<file path="src/rtl/cec_pkg.sv">
// Shared types and constants for the count-enable controller.
package cec_pkg;

    // Default width of the divide ratio and of the prescale counter.
    localparam int PRESCALE_W_DEFAULT = 8;

    // Width of the pulse counter and of the burst length.
    localparam int CNT_W = 8;

    // Controller states.
    typedef enum logic [1:0] {
        IDLE   = 2'd0,
        RUN    = 2'd1,
        PAUSED = 2'd2
    } state_t;

    // Prescaler control issued by the FSM each cycle.
    typedef enum logic [1:0] {
        PS_HOLD    = 2'd0,
        PS_CLEAR   = 2'd1,
        PS_ADVANCE = 2'd2
    } ps_ctrl_t;

endpackage : cec_pkg

</file>
<file path="src/rtl/cec_prescaler.sv">
// Prescaler for the count-enable controller: holds the prescale counter and
// the captured divide ratio, and flags the cycle on which a pulse is due.
module cec_prescaler
    import cec_pkg::*;
#(
    parameter int PRESCALE_W = PRESCALE_W_DEFAULT
) (
    input  logic                  clk,
    input  logic                  rst,
    input  ps_ctrl_t              i_ctrl,
    input  logic [PRESCALE_W-1:0] i_div,
    output logic                  o_tc
);

    logic [PRESCALE_W-1:0] r_pc;
    logic [PRESCALE_W-1:0] r_div_q;

    // A pulse is due when the counter has reached the captured ratio.
    assign o_tc = (r_pc == r_div_q);

    // Clear captures a new ratio, advance counts or wraps, hold freezes.
    always_ff @(posedge clk) begin
        // NOTE: non-blocking assignments in clocked blocks, so every flop
        // samples pre-edge values regardless of statement order.
        if (rst) begin
            r_pc    <= '0;
            r_div_q <= '0;
        end else begin
            case (i_ctrl)
                PS_CLEAR: begin
                    r_pc    <= '0;
                    r_div_q <= i_div;
                end
                PS_ADVANCE: r_pc <= o_tc ? '0 : r_pc + PRESCALE_W'(1);
                default:    ;
            endcase
        end
    end

endmodule : cec_prescaler

</file>
<file path="src/rtl/count_enable_ctrl.sv">
// Count-enable controller: an IDLE/RUN/PAUSED FSM that issues one enable
// pulse every div+1 RUN cycles and counts them.
// Build option: define COUNT_ENABLE_CTRL_BURST_EN to end a run after
// burst_len pulses (burst_len == 0 stays unlimited) with a done pulse.
// Without it burst_len is ignored and done is tied low.
module count_enable_ctrl
    import cec_pkg::*;
#(
    parameter int PRESCALE_W = PRESCALE_W_DEFAULT
) (
    input  logic                  clk,
    input  logic                  rst,
    input  logic                  start,
    input  logic                  stop,
    input  logic                  pause,
    input  logic [PRESCALE_W-1:0] div,
    input  logic [CNT_W-1:0]      burst_len,
    output logic                  enable,
    output logic                  busy,
    output logic                  paused,
    output logic                  done,
    output logic [CNT_W-1:0]      pulse_cnt
);

    state_t           r_state;
    state_t           w_next_state;
    ps_ctrl_t         w_ps_ctrl;
    logic             w_tc;
    logic             w_pulse;
    logic             w_done;
    logic             w_cnt_clear;
    logic [CNT_W-1:0] w_cnt_inc;

    logic             r_enable;
    logic             r_busy;
    logic             r_paused;
    logic [CNT_W-1:0] r_pulse_cnt;

    cec_prescaler #(
        .PRESCALE_W(PRESCALE_W)
    ) u_prescaler (
        .clk    (clk),
        .rst    (rst),
        .i_ctrl (w_ps_ctrl),
        .i_div  (div),
        .o_tc   (w_tc)
    );

    assign w_cnt_inc = r_pulse_cnt + CNT_W'(1);

`ifdef COUNT_ENABLE_CTRL_BURST_EN
    logic [CNT_W-1:0] r_blen_q;
    logic             r_done;
    logic             w_burst_end;

    // The pulse that brings the count up to a nonzero limit ends the run.
    assign w_burst_end = (r_blen_q != '0) && (w_cnt_inc == r_blen_q);
`else
    logic w_burst_end;
    logic w_unused_burst_len;

    assign w_burst_end        = 1'b0;
    assign w_unused_burst_len = ^burst_len;
`endif

    // Next state, prescaler control and pulse decision; stop > pause > start.
    always_comb begin
        // NOTE: every output of this block gets a default first, so no path
        // leaves a value unassigned and no latch is inferred.
        w_next_state = r_state;
        w_ps_ctrl    = PS_HOLD;
        w_pulse      = 1'b0;
        w_done       = 1'b0;
        w_cnt_clear  = 1'b0;
        case (r_state)
            IDLE: begin
                if (start && !stop && !pause) begin
                    w_next_state = RUN;
                    w_ps_ctrl    = PS_CLEAR;
                    w_cnt_clear  = 1'b1;
                end
            end
            RUN: begin
                if (stop) begin
                    w_next_state = IDLE;
                end else if (pause) begin
                    w_next_state = PAUSED;
                end else begin
                    w_ps_ctrl = PS_ADVANCE;
                    if (w_tc) begin
                        w_pulse = 1'b1;
                        if (w_burst_end) begin
                            w_done       = 1'b1;
                            w_next_state = IDLE;
                        end
                    end
                end
            end
            PAUSED: begin
                if (stop) begin
                    w_next_state = IDLE;
                end else if (!pause && start) begin
                    w_next_state = RUN;
                end
            end
            default: w_next_state = IDLE;
        endcase
    end

    // State register and registered status/pulse outputs.
    always_ff @(posedge clk) begin
        // NOTE: datapath flops are reset along with control so every output
        // is defined from the first cycle; there is no storage array here.
        if (rst) begin
            r_state     <= IDLE;
            r_enable    <= 1'b0;
            r_busy      <= 1'b0;
            r_paused    <= 1'b0;
            r_pulse_cnt <= '0;
        end else begin
            r_state  <= w_next_state;
            r_enable <= w_pulse;
            r_busy   <= (w_next_state != IDLE);
            r_paused <= (w_next_state == PAUSED);
            if (w_cnt_clear) begin
                r_pulse_cnt <= '0;
            end else if (w_pulse) begin
                r_pulse_cnt <= w_cnt_inc;
            end
        end
    end

`ifdef COUNT_ENABLE_CTRL_BURST_EN
    // Burst limit capture and completion pulse.
    always_ff @(posedge clk) begin
        if (rst) begin
            r_blen_q <= '0;
            r_done   <= 1'b0;
        end else begin
            r_done <= w_done;
            if (w_cnt_clear) begin
                r_blen_q <= burst_len;
            end
        end
    end

    assign done = r_done;
`else
    logic w_unused_done;

    assign w_unused_done = w_done;
    assign done          = 1'b0;
`endif

    assign enable    = r_enable;
    assign busy      = r_busy;
    assign paused    = r_paused;
    assign pulse_cnt = r_pulse_cnt;

endmodule : count_enable_ctrl

</file>
<file path="config.mk">
export PLATFORM = sky130hd
export DESIGN_NAME = count_enable_ctrl
export DESIGN_NICKNAME = d
export VERILOG_FILES = /design/src/rtl/cec_pkg.sv /design/src/rtl/cec_prescaler.sv /design/src/rtl/count_enable_ctrl.sv
export SDC_FILE = /design/constraint.sdc
export NUM_CORES = 1
export LEC_CHECK = 0
export BUFFER_PORTS_ARGS = -buffer_cell sky130_fd_sc_hd__buf_2
export CORE_MARGIN = 2
export CORE_UTILIZATION = 53
export DETAILED_ROUTE_END_ITERATION = 7
export GPL_ROUTABILITY_DRIVEN = 0
export PLACE_DENSITY = 0.81
export SETUP_SLACK_MARGIN = 0.4
export SYNTH_ARGS = -nofsm -noshare
export SYNTH_HDL_FRONTEND = slang
export SYNTH_SLANG_ARGS = --single-unit
</file>
<file path="constraint.sdc">
create_clock -name clk -period 2.5 [get_ports clk]
set_input_delay 0.125 -clock clk [delete_from_list [all_inputs] [get_ports clk]]
set_output_delay 0.125 -clock clk [all_outputs]
set_load 0.1 [all_outputs]
</file>
==> results.json <==
{
  "drc": 0,
  "r2r-start": "r_state[1]",
  "cts_buffer_depth": 2,
  "syn_to_final_growth_pct": 15.5,
  "max-vdd-ir-drop_mv": 0.422,
  "port_buffers": 23,
  "critPathCaptureType": "flop",
  "critPathMaxStageDelay_ps": 510,
  "r2r_cells": 5,
  "regArea_sq_um": 592,
  "crit_slowest_cell": "or4b_4",
  "final.setup.tns_ps": 0,
  "first_iter_violations": 57,
  "slew_headroom": 0.671,
  "p_total_uw": 894,
  "swShare": 0.259,
  "post_drt_wl_per_cell_um": 14.2,
  "layout.cells.non_filler": 222,
  "dr.pass1.iters": 4,
  "power.leakage_nw": 0.673,
  "status": "completed",
  "worstPathArrival_ps": 2290,
  "layout-drive-gt1-share": 0.257,
  "whs_path_depth": 2,
  "cts_tree": "built",
  "viasPerCell": 6.01,
  "synthFlopType": "dfxtp_1",
  "hold_ws_ps": 21.0,
  "coreArea_sq_um": 2710,
  "clkPwrFrac": 0.361,
  "grt-ovfl-total": 0,
  "place_inst": 213,
  "period_needed_ps": 2000,
  "setup_violations": 0,
  "fmax_ghz": 0.500,
  "h-tree-depth": 2,
  "clkSlewWorstSetupHoldPaths_ps": 100,
  "clock_latency_ps": 330,
  "ant_nets": 0,
  "worstSetupStartpointType": "flop",
  "start_util": 0.551,
  "die_y_um": 57.1,
  "num_vias": 1335,
  "fillCellCount": 237,
  "min_from": "pause",
  "grt_first_pass_wirelength_um": 5390,
  "hp-class": "in -> reg",
  "num_rows": 19,
  "period_share": 0.801,
  "fin_nets": 215,
  "pre_cts_slack_ps": 417,
  "synth_nets": 189,
  "cts-root-buf": "clkbuf_4",
  "finalWorstSetupSlack_ps": 499,
  "multi_input_area_sq_um": 847,
  "path_max_fanout": 9,
  "grt_usage": 0.212,
  "p_seq_frac": 0.526,
  "final_area_sq_um": 1730,
  "maxCapViolCount": 0,
  "post_synth.cell_area_avg_sq_um": 9.11,
  "cts_sinks": 29,
  "crit_required_ps": 2780,
  "yosys_warnings": 0,
  "ff2ff_setup_slack_ps": 500,
  "num_io_pins": 33,
  "syn_area_sq_um": 1490,
  "r2r_end": "pulse_cnt[5]",
  "finalMaxSlewViolations": 0,
  "cts_buffers": 5,
  "grt_pass1_vias": 1276,
  "p_int_uw": 663,
  "drt_wl_total_um": 3150,
  "yosysSeqAreaShare": 0.389,
  "power_density_nw_per_um2": 518,
  "cts_hold_repair.buffers": 0,
  "dieArea_sq_um": 3260,
  "synth_edf_count": 0,
  "n_antenna_cell": 0,
  "crit_buf_inv": 1,
  "crit_chain": "or4b_4, buf_6, or3_1, or4b_1, nand2_1",
  "post-route-util": 0.637,
  "rsz0062_at_grt": "false",
  "path_delay_family": "simple AND/OR/NAND/NOR gates",
  "dp_hpwl_um": 2290,
  "die_x_um": 57.1,
  "synth-async-reset-ratio": 0,
  "place_area_sq_um": 1620,
  "power_switching_uw": 231,
  "ys_types": 41,
  "skew_ps": 13.8,
  "grt_antenna_before_repair": 0,
  "critical_path_class": "reg -> reg",
  "hold_end": "r_state[0]",
  "synthCells": 164,
  "ys_ff_latch": 29,
  "grt_max_degree": 28,
  "finalHoldViolCount": 0,
  "power.share.combinational": 0.113,
  "worstMarginPinSlew_ps": 489
}
## timing repair
action | CTS | global route
setup buffers | 0 | 1
pin swaps | 0 | 3
resized for setup | 1 | 9
setup endpoints to repair | 1 | 9
## metal layers
metal,share of wire,track usage
met1,0.41,0.251
met2,0.53,0.348
met3,0.042,0.0567
met4,0.015,0.120
met5,0,0
## worst max-delay path by stage
stage,from,to,slack [ps],cells past startpoint
global placement,r_state[0],u_prescaler.r_pc[7],420,7
floorplan,r_state[0],u_prescaler.r_pc[6],420,9
detailed placement,r_state[0],u_prescaler.r_pc[7],420,7
CTS,r_state[1],u_prescaler.r_pc[7],410,7
global route,r_state[1],u_prescaler.r_pc[6],400,8
finish,r_state[1],pulse_cnt[5],500,5
## logic make-up (layout without fill, tap and decap cells)
family                     after synthesis  in the layout  synth area share
other                                    1              1           0.00251
buffers and inverters                   13             40            0.0536
and+or+nand+nor                         68             68             0.257
DFF                                     29             29             0.389
AOI/OAI and AO/OA                       26             26             0.121
muxes                                   11             11            0.0737
adders and majority gates                4              4            0.0335
xor gates and xnor gates                12             12            0.0704
## cell usage after synthesis, drive strengths merged, types with 4 or more instances
cell    number  area (sq um)
a211oi       4          30.0
buf          7          57.5
dfxtp       29           581
ha           4          50.1
mux2i       11           110
nand2       16          60.1
nand2b       6          37.5
nand4        6          37.5
nor2         9          33.8
nor3         5          25.0
nor4         5          31.3
o21ai        4          20.0
o22ai        4          25.0
xnor2        8          70.1
xor2         4          35.0
## area by class of cell
cell class                      count  share of cell area
Multi-Input combinational cell    122               0.491
Sequential cell                    29               0.343
Timing Repair Buffer               29              0.0950
Clock buffer                        7              0.0377
Tap cell                           31              0.0225
Inverter                            3             0.00798
Clock inverter                      1             0.00290
## cell usage in the layout, fill, tap and decap left out, types with 2 or more instances in the layout
master and instances:
a211oi_1 3, a21boi_0 2, a21oi_1 3, and2_1 2
and4_1 2, and4b_1 2, buf_2 23, buf_4 5
clkbuf_4 5, clkbuf_8 2, dfxtp_1 24, dfxtp_2 3
dfxtp_4 2, ha_1 4, mux2i_1 11, nand2_1 16
nand2b_1 6, nand3_1 3, nand4_1 6, nor2_1 9
nor3_1 4, nor4_1 5, nor4b_1 2, o21ai_0 4
o22ai_1 4, o311ai_0 3, o31ai_1 2, o41ai_1 2
or3_1 2, xnor2_1 8, xor2_1 4
## worst reg2reg max path, stage by stage (launching register included)
cell,delay [ps]
dfxtp_4,370
or4b_4,510
buf_6,160
or3_1,380
or4b_1,470
nand2_1,80
## flip-flops by register name, indices dropped and copies added (netlist names)
signal	flops
r_state	2
pulse_cnt	8
paused	1
u_prescaler.r_pc	8
busy	1
enable	1
u_prescaler.r_div_q	8
## power groups by stage
stage	clock (mW)	combinational, mW	sequential (mW)
floorplan	0	0.0680	0.489
global placement	0	0.0936	0.482
detailed placement	0	0.0982	0.483
CTS	0.333	0.0981	0.472
global route	0.356	0.110	0.471
finish	0.323	0.101	0.470
Note: power is estimated with default switching activity, not from simulation.
